File: src/rtl/decoder_scanner_if.sv
// Control/status bundle between a scan controller and the decoder scanner.
// The master drives run requests; the scanner (slave) returns address, enable and status.
interface decoder_scanner_if #(
  parameter int N = 2
);
  logic         ena;
  logic         oneshot;
  logic [N-1:0] a;
  logic         en;
  logic         frame_done;
  logic         busy;

  modport master (
    output ena,
    output oneshot,
    input  a,
    input  en,
    input  frame_done,
    input  busy
  );

  modport slave (
    input  ena,
    input  oneshot,
    output a,
    output en,
    output frame_done,
    output busy
  );
endinterface

File: src/rtl/decoder_scanner.sv
// Walks a downstream N-bit decoder through all 2^N addresses, holding enable high for
// DWELL cycles per address with BLANK idle cycles in between; every output is a flop.
module decoder_scanner #(
  parameter int N     = 2,
  parameter int DWELL = 4,
  parameter int BLANK = 1
) (
  input  logic            clk,
  input  logic            rst,
  decoder_scanner_if.slave bus
);

  localparam int MAXP = (DWELL > BLANK) ? DWELL : BLANK;
  localparam int CW   = $clog2(MAXP) + 1;

  generate
    if (N < 1 || N > 8) begin : g_bad_n
      $error("decoder_scanner: N must be in 1..8");
    end
    if (DWELL < 1) begin : g_bad_dwell
      $error("decoder_scanner: DWELL must be >= 1");
    end
    if (BLANK < 1) begin : g_bad_blank
      $error("decoder_scanner: BLANK must be >= 1");
    end
  endgenerate

  typedef enum logic [1:0] {
    ST_IDLE  = 2'd0,
    ST_BLANK = 2'd1,
    ST_DRIVE = 2'd2
  } state_t;

  state_t         state_reg, state_next;
  logic [CW-1:0]  cnt_reg, cnt_next;
  logic [N-1:0]   a_reg, a_next;
  logic           en_reg, en_next;
  logic           done_reg, done_next;
  logic           busy_reg, busy_next;

  wire last_blank = (cnt_reg == CW'(BLANK - 1));
  wire last_dwell = (cnt_reg == CW'(DWELL - 1));
  wire last_addr  = (a_reg == {N{1'b1}});

  always_ff @(posedge clk or negedge rst) begin
    if (!rst) begin
      state_reg <= ST_IDLE;
      cnt_reg   <= '0;
      a_reg     <= '0;
      en_reg    <= 1'b0;
      done_reg  <= 1'b0;
      busy_reg  <= 1'b0;
    end else begin
      state_reg <= state_next;
      cnt_reg   <= cnt_next;
      a_reg     <= a_next;
      en_reg    <= en_next;
      done_reg  <= done_next;
      busy_reg  <= busy_next;
    end
  end

  always_comb begin
    state_next = state_reg;
    cnt_next   = cnt_reg;
    a_next     = a_reg;
    done_next  = 1'b0;

    unique case (state_reg)
      ST_IDLE: begin
        if (bus.ena) begin
          state_next = ST_BLANK;
          a_next     = '0;
          cnt_next   = '0;
        end
      end

      ST_BLANK: begin
        if (!bus.ena) begin
          state_next = ST_IDLE;
          cnt_next   = '0;
        end else if (last_blank) begin
          state_next = ST_DRIVE;
          cnt_next   = '0;
        end else begin
          cnt_next   = cnt_reg + CW'(1);
        end
      end

      ST_DRIVE: begin
        // ena is ignored mid-row so the dwell is never truncated.
        if (last_dwell) begin
          cnt_next = '0;
          if (last_addr) begin
            done_next = 1'b1;
            if (bus.ena && !bus.oneshot) begin
              state_next = ST_BLANK;
              a_next     = '0;
            end else begin
              state_next = ST_IDLE;
            end
          end else if (bus.ena) begin
            state_next = ST_BLANK;
            a_next     = a_reg + N'(1);
          end else begin
            state_next = ST_IDLE;
          end
        end else begin
          cnt_next = cnt_reg + CW'(1);
        end
      end

      default: begin
        state_next = ST_IDLE;
        cnt_next   = '0;
      end
    endcase

    // Enable and busy are registered copies of the upcoming state.
    en_next   = (state_next == ST_DRIVE);
    busy_next = (state_next != ST_IDLE);
  end

  assign bus.a          = a_reg;
  assign bus.en         = en_reg;
  assign bus.frame_done = done_reg;
  assign bus.busy       = busy_reg;

endmodule

File: src/flat_wrapper.sv
// flat-port wrapper written by rule: the top's interface ports become plain ports
module decoder_scanner_flat 
#(
  parameter int N     = 2,
  parameter int DWELL = 4,
  parameter int BLANK = 1
)
  (clk, rst, bus_ena, bus_oneshot, bus_a, bus_en, bus_frame_done, bus_busy);
  decoder_scanner_if #(.N(N)) bus_i ();
  input  logic clk;
  input  logic rst;
  input wire logic [$bits(bus_i.ena)-1:0] bus_ena;
  input wire logic [$bits(bus_i.oneshot)-1:0] bus_oneshot;
  output wire logic [$bits(bus_i.a)-1:0] bus_a;
  output wire logic [$bits(bus_i.en)-1:0] bus_en;
  output wire logic [$bits(bus_i.frame_done)-1:0] bus_frame_done;
  output wire logic [$bits(bus_i.busy)-1:0] bus_busy;
  assign bus_i.ena = bus_ena;
  assign bus_i.oneshot = bus_oneshot;
  assign bus_a = bus_i.a;
  assign bus_en = bus_i.en;
  assign bus_frame_done = bus_i.frame_done;
  assign bus_busy = bus_i.busy;
  decoder_scanner #(.N(N), .DWELL(DWELL), .BLANK(BLANK)) u_core (.clk(clk), .rst(rst), .bus(bus_i));
endmodule
File: config.mk
export PLATFORM = sky130hd
export DESIGN_NAME = decoder_scanner_flat
export DESIGN_NICKNAME = d
export VERILOG_FILES = /design/src/rtl/decoder_scanner_if.sv /design/src/rtl/decoder_scanner.sv /design/src/flat_wrapper.sv
export SDC_FILE = /design/constraint.sdc
export NUM_CORES = 1
export LEC_CHECK = 0
export CAP_MARGIN = 10
export CORE_AREA = 2 2 39 41
export CTS_BUF_LIST = sky130_fd_sc_hd__clkbuf_8 sky130_fd_sc_hd__clkbuf_16
export CTS_CLUSTER_DIAMETER = 50
export DETAILED_ROUTE_END_ITERATION = 10
export DIE_AREA = 0 0 41 43
export HOLD_SLACK_MARGIN = 0.1
export PLACE_DENSITY_LB_ADDON = 0.08
export SLEW_MARGIN = 10
export SYNTH_ARGS = -nofsm -noshare
export SYNTH_HDL_FRONTEND = slang
export SYNTH_SLANG_ARGS = --single-unit
File: constraint.sdc
create_clock -name clk -period 3.3 [get_ports clk]
set_clock_uncertainty 0.2 [all_clocks]
set_input_delay 0.99 -clock clk [delete_from_list [all_inputs] [get_ports clk]]
set_output_delay 0.99 -clock clk [all_outputs]
set_load 0.05 [all_outputs]
# After elaboration in Yosys (flattened, before gate mapping)
# Cells that the tools add are included.
[op_classes]
reduce_logical = 7
n_eq_ne = 9
n_addsub = 2
mux = 22
[ops]
columns = ["cell", "count"]
rows = [
  ["$mux 2", 10],
  ["$mux 3", 4],
  ["$pmux 3 s3", 1],
  ["$eq 2x2->1 const B", 3],
  ["$pmux 2 s3", 1],
  ["$mux 1", 5],
  ["$reduce_and 5->1", 1],
  ["$pmux 2 s2", 1],
  ["$reduce_bool 2->1", 2],
  ["$add 3x1->3 const B", 1],
  ["$eq 3x2->1 const B", 1],
  ["$logic_not 3->1", 1],
  ["$ne 3x2->1 const B", 1],
  ["$ne 3x3->1 const B", 1],
  ["$add 2x1->2 const B", 1],
  ["$eq 2x1->1 const B", 1],
  ["$logic_not 2->1", 1],
  ["$ne 2x1->1 const B", 1],
  ["$ne 2x2->1 const B", 1],
  ["$logic_and 1x1->1", 1],
  ["$logic_not 1->1", 1],
]
[totals]
register_bits = 10

# Longest topological paths before layout
# Gate-level depths: netlist of the first run.
[logic_depth]
depth_word = 7
ltp_mapped = 6

# Worst setup path before layout of the first run
# No wires, ideal clock.
[synth_timing]
kind = "in2reg"
start = "input port bus_oneshot"
end = "register u_core.a_reg[1] (netlist: u_core.bus.a[1])"
path_buffers = 0
required_time_ns = 2.979
t_arrival_ns = 1.631
path_stages = 4
setup_slack_ns = 1.348
path_cell_list = "nand2_1 > a21o_1 > and3_2 > a22o_1"
[synth_between]
elab_chain_len = 4
[synth_lines]
columns = ["item", "line_no", "source"]
rows = [
  ["start: declaration", "flat_wrapper.sv:13", "input wire logic [$bits(bus_i.oneshot)-1:0] bus_oneshot;"],
  ["$logic_not 1->1", "decoder_scanner.sv:96", "if (bus.ena && !bus.oneshot) begin"],
  ["$logic_and 1x1->1", "decoder_scanner.sv:96", ""],
  ["$ne 3x3->1 (no line)", "-", ""],
  ["$reduce_and 5->1 (no line)", "-", ""],
  ["end signal: assignment", "decoder_scanner.sv:56", "a_reg <= a_next;"],
  ["end: declaration", "decoder_scanner.sv:36", "logic [N-1:0] a_reg, a_next;"],
]
# No other way between the ends.
# A chain may end at the register's enable or synchronous reset.

# Final worst setup path of the first run
[layout_timing]
start = "register u_core.a_reg[0] (netlist: u_core.bus.a[0])"
end = "output port bus_a[0]"
[layout_rtl]
columns = ["item", "line_no", "source"]
rows = [
  ["end: declaration", "flat_wrapper.sv:14", "output wire logic [$bits(bus_i.a)-1:0] bus_a;"],
]
# No word-level cell between the ends.

==> reports/metrics.yaml, run 1 <==
status: "finished clean"
yosysSeqAreaShare: 0.405
cts.sinks: 10
hold_buffers: 0
clk_latency_ps: 230
fin_tns_setup_ps: 0
max_stage_delay_ps: 820
vias_per_cell: 5.30
grt_pass1_wl_microns: 1860
initial_core_util: 0.447
io_buffer_count: 8
final.min_clock_period_ps: 2620
grt-ovfl-total: 0
design_area_sq_um: 759
clock_path_buffers: 2
synth_top_area_share: 0.405
path_depth: 1
arrival_ps: 1430
cts_tree: "yes"
die-width_microns: 41
worstPathCellList: "clkdlybuf4s50_1"
drc: 0
crit_path_max_fanout: 4
cp-start-kind: "register"
die_area_sq_um: 1760
critPathSlowestCell: "clkdlybuf4s50_1"
avgSynthCellArea_sq_um: 10.5
worst_pin_slew_ps: 491
dp_hpwl_microns: 839
synthCells: 59
p_leak_nw: 0.354
numCtsBuffers: 3
synth_common_cells: "dfrtp_1, ha_1, inv_1"
rsz0062_at_grt: "false"
cpLargestDelayFamily: "buffers and inverters"
relSlewSlack: 0.671
crit_buf_inv: 1
syn_nets: 73
ys_async_sr_fraction: 1.00
synth_top_area_cell: "dfrtp_1"
fmax_mhz: 382
drt_wl_total_microns: 1040
placementRows: 14
whs_ps: 330
cts_resized: 0
yosys-top-cells-area: "dfrtp_1, ha_1, inv_1, nand2_1, a22o_1"
grt.total_usage: 0.157
p_per_area_nw_per_um2: 762
largest_reg_flops: 3
drv_cap: 0
diodes: 0
holdPathStages: 1
synth_edf_count: 0
critical_path_class: "reg -> out"
place_inst: 83
htree_levels: 1
post_drt_wl_per_cell_microns: 12.1
cp.required_ps: 2110
yosys_warnings: 0
netlist_area_sq_um: 618
fp.coreArea_sq_um: 1380
antenna_left: 0
syn2layout_area_growth_pct: 22.9
grt_pass1_vias: 451
hold_viol_final: 0
dr_total_vias: 456
drtIter0Drc: 9
ios: 9
synth_cell_types: 26
setup_violations: 0
fin_crit_sh: 0.794
cp-end-kind: "output port"
nets: 86
post_dp_cell_area_sq_um: 718
final_layout_size_suffix_gt1_frac: 0.114
final_cells: 86
antenna_found_initial: 0
hold_path_class: "reg -> reg"
post_cts_buffers: 0
gp_congestion: 0.745
r2r_cells: 6
ir_drop_mv: 0.275
die_y_microns: 43
ys_seq_elements: 10
dr.pass1.iters: 4
grt_max_degree: 11
dominantRegCellSynth: "dfrtp_1"
slew_viol_final: 0
path_clk_slew_ps: 50
root_buffer: "clkbuf_8"
[per-stage QoR]
stage,util,setup slack [ps],total power [mW]
after floorplan,-,1350,0.387
after global placement,0.519,778,0.458
after detailed placement,0.519,775,0.459
after CTS,0.549,668,0.586
after global routing,0.549,613,0.627
final,0.549,680,0.579
[cell families after synthesis]
kind of cell / Yosys count / share of synthesized area
flip-flops: 10 / 0.405
AND/OR/NAND/NOR: 17 / 0.172
adder cells (fa/ha/maj): 10 / 0.202
AO/OA/AOI/OAI: 15 / 0.178
buffers and inverters: 7 / 0.0425
[final cells by class]
cell class / instances / area (sq um)
multi-input combinational: 42 / 342
tap: 16 / 20.0
fill: 134 / 624
sequential: 10 / 250
timing repair buffer: 8 / 80.1
clock buffer: 3 / 41.3
inverter: 7 / 26.3
[layout by cell type, fill, tap and decap left out, types with 2 or more instances in the layout]
master and count:
dfrtp_1 10, clkdlybuf4s50_1 8, nand2_1 5, clkbuf_8 3
inv_1 6, a22o_1 2, o22ai_1 2, ha_1 10
o21ai_0 3, nor2_1 2, a31oi_1 2
[routing by layer]
layer	part of all wire	GRT usage	routed length [microns]	vias up
met4	0.014	0.100	15	0
met5	0	0	0	-
li1	-	-	-	230
met1	0.49	0.219	508	216
met3	0.049	0.0314	51	2
met2	0.45	0.213	462	8
[power by group]
part / switching (mW) / internal (mW) / total [mW] / leakage, nW
Sequential: 0.0234 / 0.153 / 0.177 / 0.135
Clock: 0.0424 / 0.0794 / 0.122 / 0.0216
Combinational: 0.169 / 0.111 / 0.280 / 0.197
[worst paths after layout]
check / to / slack, ps / from
worst max-delay path: bus_a[0] / 680 / u_core.bus.a[0]
worst min-delay path: u_core.bus.a[1] / 330 / u_core.bus.a[1]
worst max register to register: u_core.bus.a[1] / 1530 / u_core.state_reg[0]
worst min register to register: u_core.bus.a[1] / 330 / u_core.bus.a[1]
max in group asynchronous: u_core.cnt_reg[0] / 1710 / rst
min in group asynchronous: u_core.bus.a[0] / 880 / rst
No activity file was read; power rests on OpenSTA's default activity.
==> run 2: changes to the inputs <==
==> constraint.sdc (replaced) <==
create_clock -name clk -period 2.6 [get_ports clk]
set_clock_uncertainty 0.2 [all_clocks]
set_input_delay 0.78 -clock clk [delete_from_list [all_inputs] [get_ports clk]]
set_output_delay 0.78 -clock clk [all_outputs]
set_load 0.05 [all_outputs]
==> results of run 2 <==
Same layout as run 1 (identical final DEF). Status: finished clean.
Main changes from that run: setup slack after placement 775 ps -> 285 ps; setup slack after layout 680 ps -> 190 ps; register-to-register setup slack 1530 ps -> 830 ps; total power 0.579 mW -> 0.734 mW; worst IR drop on VDD 0.275 mV -> 0.348 mV
